===== src/rtl/stall_sequencer.sv =====
// Load-use stall detection and multdiv sequencing for the 5-stage pipeline.
// Optional stall-cycle performance counter enabled by defining STALL_PERF_CNT_EN.
module stall_sequencer #(
    parameter int MD_TIMEOUT = 40,
    parameter int CNT_W      = 6
) (
    input  logic        clock,
    input  logic        reset,
    input  logic [31:0] FDinsn,
    input  logic [31:0] DXinsn,
    input  logic        md_ready,
    input  logic        md_exception,
    output logic        ctrl_mult,
    output logic        ctrl_div,
    output logic        stall_fetch,
    output logic        bubble_dx,
    output logic        stall_dx,
    output logic        bubble_xm,
    output logic        md_result_sel,
    output logic        md_status,
    output logic        md_busy,
    output logic [31:0] stall_count
);

    typedef enum logic [1:0] {
        S_IDLE = 2'd0,
        S_BUSY = 2'd1,
        S_DONE = 2'd2
    } state_t;

    localparam logic [4:0] OP_RTYPE = 5'b00000;
    localparam logic [4:0] OP_LW    = 5'b01000;
    localparam logic [4:0] OP_SW    = 5'b00111;
    localparam logic [4:0] OP_ADDI  = 5'b00101;
    localparam logic [4:0] OP_BNE   = 5'b00010;
    localparam logic [4:0] OP_BLT   = 5'b00110;
    localparam logic [4:0] OP_JR    = 5'b00100;
    localparam logic [4:0] OP_BEX   = 5'b10110;
    localparam logic [4:0] ALU_MUL  = 5'b00110;
    localparam logic [4:0] ALU_DIV  = 5'b00111;

    state_t           state_r;
    logic [CNT_W-1:0] cnt_r;
    logic             status_r;

    logic [4:0] fd_op_s, fd_rd_s, fd_rs_s, fd_rt_s;
    logic [4:0] dx_op_s, dx_rd_s, dx_alu_s;
    logic [4:0] src_a_s, src_b_s;
    logic       src_a_vld_s, src_b_vld_s;
    logic       dx_mul_s, dx_div_s, launch_s, hazard_s;
    logic       unused_insn_s;

    assign fd_op_s  = FDinsn[31:27];
    assign fd_rd_s  = FDinsn[26:22];
    assign fd_rs_s  = FDinsn[21:17];
    assign fd_rt_s  = FDinsn[16:12];
    assign dx_op_s  = DXinsn[31:27];
    assign dx_rd_s  = DXinsn[26:22];
    assign dx_alu_s = DXinsn[6:2];
    assign unused_insn_s = ^{FDinsn[11:0], DXinsn[21:7], DXinsn[1:0]};

    assign dx_mul_s = (dx_op_s == OP_RTYPE) && (dx_alu_s == ALU_MUL);
    assign dx_div_s = (dx_op_s == OP_RTYPE) && (dx_alu_s == ALU_DIV);
    assign launch_s = (state_r == S_IDLE) && (dx_mul_s || dx_div_s);

    // Source registers read by the FD instruction; sw's rd is covered by the dmem bypass.
    always_comb begin
        src_a_vld_s = 1'b0;
        src_b_vld_s = 1'b0;
        src_a_s     = 5'd0;
        src_b_s     = 5'd0;
        case (fd_op_s)
            OP_RTYPE: begin
                src_a_vld_s = 1'b1; src_a_s = fd_rs_s;
                src_b_vld_s = 1'b1; src_b_s = fd_rt_s;
            end
            OP_ADDI, OP_LW, OP_SW: begin
                src_a_vld_s = 1'b1; src_a_s = fd_rs_s;
            end
            OP_BNE, OP_BLT: begin
                src_a_vld_s = 1'b1; src_a_s = fd_rd_s;
                src_b_vld_s = 1'b1; src_b_s = fd_rs_s;
            end
            OP_JR: begin
                src_a_vld_s = 1'b1; src_a_s = fd_rd_s;
            end
            OP_BEX: begin
                src_a_vld_s = 1'b1; src_a_s = 5'd30;
            end
            default: begin
                src_a_vld_s = 1'b0;
                src_b_vld_s = 1'b0;
            end
        endcase
    end

    assign hazard_s = (state_r == S_IDLE) && !launch_s && (dx_op_s == OP_LW) &&
                      (dx_rd_s != 5'd0) &&
                      ((src_a_vld_s && (src_a_s == dx_rd_s)) ||
                       (src_b_vld_s && (src_b_s == dx_rd_s)));

    // Output decode; everything is held low while reset is asserted.
    always_comb begin
        ctrl_mult     = 1'b0;
        ctrl_div      = 1'b0;
        stall_fetch   = 1'b0;
        bubble_dx     = 1'b0;
        stall_dx      = 1'b0;
        bubble_xm     = 1'b0;
        md_result_sel = 1'b0;
        md_status     = 1'b0;
        md_busy       = 1'b0;
        if (!reset) begin
            md_busy = 1'b0;
        end else begin
            case (state_r)
                S_IDLE: begin
                    ctrl_mult   = launch_s && dx_mul_s;
                    ctrl_div    = launch_s && dx_div_s;
                    stall_fetch = launch_s || hazard_s;
                    bubble_dx   = hazard_s;
                    stall_dx    = launch_s;
                    bubble_xm   = launch_s;
                end
                S_BUSY: begin
                    stall_fetch = 1'b1;
                    stall_dx    = 1'b1;
                    bubble_xm   = 1'b1;
                    md_busy     = 1'b1;
                end
                S_DONE: begin
                    md_result_sel = 1'b1;
                    md_status     = status_r;
                    md_busy       = 1'b1;
                end
                default: begin
                    md_busy = 1'b0;
                end
            endcase
        end
    end

    // Multdiv sequencing FSM with BUSY timeout counter.
    always_ff @(posedge clock or negedge reset) begin
        if (!reset) begin
            state_r  <= S_IDLE;
            cnt_r    <= {CNT_W{1'b0}};
            status_r <= 1'b0;
        end else begin
            case (state_r)
                S_IDLE: begin
                    if (launch_s) begin
                        state_r <= S_BUSY;
                        cnt_r   <= {CNT_W{1'b0}};
                    end
                end
                S_BUSY: begin
                    cnt_r <= cnt_r + CNT_W'(1);
                    if (md_ready) begin
                        status_r <= md_exception;
                        state_r  <= S_DONE;
                    end else if (cnt_r == CNT_W'(MD_TIMEOUT - 1)) begin
                        status_r <= 1'b1;
                        state_r  <= S_DONE;
                    end
                end
                S_DONE: begin
                    state_r <= S_IDLE;
                end
                default: begin
                    state_r <= S_IDLE;
                end
            endcase
        end
    end

`ifdef STALL_PERF_CNT_EN
    logic [31:0] stall_cnt_r;

    // Free-running count of fetch-stall cycles, wrapping at 2^32.
    always_ff @(posedge clock or negedge reset) begin
        if (!reset) begin
            stall_cnt_r <= 32'h0;
        end else if (stall_fetch) begin
            stall_cnt_r <= stall_cnt_r + 32'h1;
        end
    end

    assign stall_count = stall_cnt_r;
`else
    assign stall_count = 32'h0;
`endif

endmodule


===== config.mk =====
export PLATFORM = sky130hd
export DESIGN_NAME = stall_sequencer
export DESIGN_NICKNAME = d
export VERILOG_FILES = /design/src/rtl/stall_sequencer.sv
export SDC_FILE = /design/constraint.sdc
export NUM_CORES = 1
export LEC_CHECK = 0
export CAP_MARGIN = 5
export CORE_ASPECT_RATIO = 0.7
export CORE_UTILIZATION = 30
export CTS_CLUSTER_SIZE = 25
export DETAILED_ROUTE_END_ITERATION = 10
export PLACE_DENSITY_LB_ADDON = 0.3
export SETUP_SLACK_MARGIN = 0.1
export SLEW_MARGIN = 20
export SYNTH_ARGS = -nofsm -noshare
export SYNTH_HDL_FRONTEND = slang
export SYNTH_SLANG_ARGS = --single-unit

===== constraint.sdc =====
create_clock -name clock -period 2 [get_ports clock]
set_clock_uncertainty 0.05 [all_clocks]
set_input_delay 0.4 -clock clock [delete_from_list [all_inputs] [get_ports clock]]
set_output_delay 0.4 -clock clock [all_outputs]
set_load 0.02 [all_outputs]

==> results.md, run 1 <==
- Later-pin clock latency in the skew report: 0.23 ns
- Storage element area: 225.2 sq um
- IO buf count: 47
- Unrepaired setup endpoints after global routing: true
- Clk root buf: clkbuf_8
- Final Hold Viols: 0
- # nets final: 325
- Post-route minimum period: 2.539 ns
- Commonest non-fill, non-tap cell in the layout: buf_4
- Fillcell total: 424
- Sequential fraction of design power: 0.204
- Hold WC Path Type: input port to async pin
- DR pass1 iterations: 6
- Setup violators final: 10
- DIE AREA: 4798 sq um
- Clk buf depth: 2
- Wire per inst: 13.31 microns
- Antenna Cells: 0
- # DRC: 0
- GRT Overall Usage: 0.1856
- PwrDens: 443.5 nW/um^2
- Largest net degree at the start of global routing: 15
- Mean Syn Cell Area: 8.372 sq um
- Setup slack at placement: -1.453 ns
- Yosys reg bits: 9
- Vias: 1443
- CTS H-Tree Depth: 1
- Mapped Cells: 162
- Row count: 20
- Dominant synthesized flop cell: dfrtp_1
- Synthesized cell area: 1356 sq um
- Area leader, netlist: buf_4
- Crit. End Element: output port
- Req. time, crit path: 1.55 ns
- Reg clk slew, reported paths: 0.05 ns
- Die Y: 58.26 microns
- Leak Pwr: 1.122 nW
- DIE WIDTH: 82.37 microns
- Num CTS Buffers: 3
- Number of global-route vias before repair: 1339
- Sequential area share after synthesis: 0.1661
- Drt via density: 4.700
- Synth area leaders: buf_4, dfrtp_1, a22o_1
- Sw Ratio: 0.3756
- Cts hold-fix bufs: 0
- Share of layout cells above drive strength 1: 0.3968
- Period utilization: 1.270
- RePlAce Congestion: 0.8104
- Clock power frac: 0.207
- Post-synthesis async set-or-reset flop share: 1.000
- Ys Warns: 0
- # IOs: 109
- Total gr overflow: 0
- Sink Count: 9
- Failing checks: setup timing
- Hpwl dp: 2991 microns
- Initial drt markers: 65
- Comb power frac: 0.588
- Multi-input gate area: 1100 sq um
- First-pass GRT wire length: 6596 microns
- Post-synth EDFFs: 0
- Synth cell types: 56
- Crit start category: input port
- PnR worst setup slack: -0.5390 ns
- Area Overhead vs Synth: 70.94%
- Routed wire length: 4086 microns
- Crit-path max FO: 5
- Slew Viols, Final: 0
- Psw: 0.3862 mW
- Critical path class: input port to output port
- CTS tree: yes
- Outcome: finished, violations left
- Final core utilization: 0.5355
- Initial antenna violation count: 0
- Core Footprint: 4329 sq um
- Initial core utilization: 0.3133
- Max Cap Violations: 0
- Internal power: 0.6421 mW
- Critical Path AT: 2.09 ns
- Commonest non-fill, non-tap cells in the layout: buf_4, conb_1, clkdlybuf4s50_1, buf_6, dfrtp_1
- Fmax: 393.9 MHz
- DRT antenna net count: 0
- Maximum vdd drop: 0.0002886 V
- Area share of the largest cell type after synthesis: 0.1827
synth_stat cells, drive strengths merged, types with 4 or more instances:
library cell and number:
nor3 4, and3 4, mux2 5, nand2 7
o21ai 6, buf 36, ha 4, inv 5
nand3 6, a22oi 5, a22o 6, a21oi 8
nor2 8, dfrtp 9
flip-flops by register name (all words and copies together), names as in the netlist:
register / flops
status_r: 1
cnt_r: 6
state_r: 2
kinds of logic (layout without fill, tap and decap cells):
family | Yosys count | in the layout | synth area share
other | 1 | 32 | 0.002765
adder cells (fa/ha/maj) | 4 | 4 | 0.03690
flip-flops | 9 | 9 | 0.1661
XOR/XNOR | 5 | 5 | 0.03229
buffers and inverters | 42 | 101 | 0.2177
AO/OA/AOI/OAI | 44 | 44 | 0.2389
multiplexers | 6 | 6 | 0.04889
AND/OR/NAND/NOR | 51 | 51 | 0.2565
metrics by stage:
| stage | hold WS [ns] | TNS (ns) | cells | area (sq um) | power, mW |
|---|---|---|---|---|---|
| after floorplan | 0.05441 | -1.298 | 193 | 1498 | 0.5277 |
| after global placement | 0.4396 | -10.95 | 287 | 1978 | 0.7083 |
| after detailed placement | 0.4461 | -11.16 | 287 | 1978 | 0.7132 |
| after CTS | 0.3575 | -2.697 | 305 | 2222 | 0.9774 |
| after global routing | 0.3606 | -2.957 | 307 | 2318 | 1.097 |
| final | 0.3575 | -2.177 | 307 | 2318 | 1.028 |
metal layers:
layer	vias up	track usage	wire (microns)
met1	674	0.2706	1967
met5	-	0	0
li1	711	-	-
met2	56	0.2893	1835
met3	2	0.03622	265
met4	0	0.02256	19
timing repair:
action | 4_1_cts | 5_1_grt
pin swaps | 32 | 19
cloned | 1 | 0
resized for setup | 106 | 27
buffers inserted | 14 | 3
endpoints found under the setup margin | 16 | 13
worst max-delay path, cell delays in order:
cell      delay (ns)
buf_2           0.16
nor4_4          0.41
o21ai_1         0.14
and3b_1         0.17
o211ai_1        0.20
nor4_2          0.09
or3_4           0.38
buf_6           0.14
power groups by stage:
stage | Sequential [mW] | Combinational (mW) | Clock [mW]
2_1_floorplan | 0.209 | 0.319 | 0
3_3_place_gp | 0.211 | 0.498 | 0
3_5_place_dp | 0.211 | 0.502 | 0
4_1_cts | 0.208 | 0.550 | 0.219
5_1_grt | 0.211 | 0.659 | 0.226
6_report | 0.210 | 0.605 | 0.213
worst paths after layout:
path | end | depth (start not counted) | slack (ns) | start
max | stall_fetch | 8 | -0.54 | FDinsn[28]
min in group clock | cnt_r[0]$_DFFE_PN0P_ | 1 | 0.45 | cnt_r[0]$_DFFE_PN0P_
min | status_r$_DFFE_PN0P_ | 3 | 0.36 | reset
max in group asynchronous | cnt_r[5]$_DFFE_PN0P_ | 3 | 1.38 | reset
min reg2reg | cnt_r[0]$_DFFE_PN0P_ | 1 | 0.45 | cnt_r[0]$_DFFE_PN0P_
max reg2reg | cnt_r[2]$_DFFE_PN0P_ | 7 | 0.31 | state_r[0]$_DFFE_PN0P_
cell type report:
type | count | share of cell area
Tap cell | 55 | 0.02968
Inverter | 5 | 0.008095
Timing Repair Buffer | 92 | 0.3713
Clock buffer | 4 | 0.01943
Multi-Input combinational cell | 142 | 0.4744
Sequential cell | 9 | 0.09714
No activity file was read; power rests on OpenSTA's default activity.
==> run 2, diff against run 1 <==
ABC_CLOCK_PERIOD_IN_PS = 2000   (was unset)
CTS_CLUSTER_DIAMETER = 80   (was unset)
==> results of run 2 <==
Final layout, timing and power as in run 1 (identical DEF).
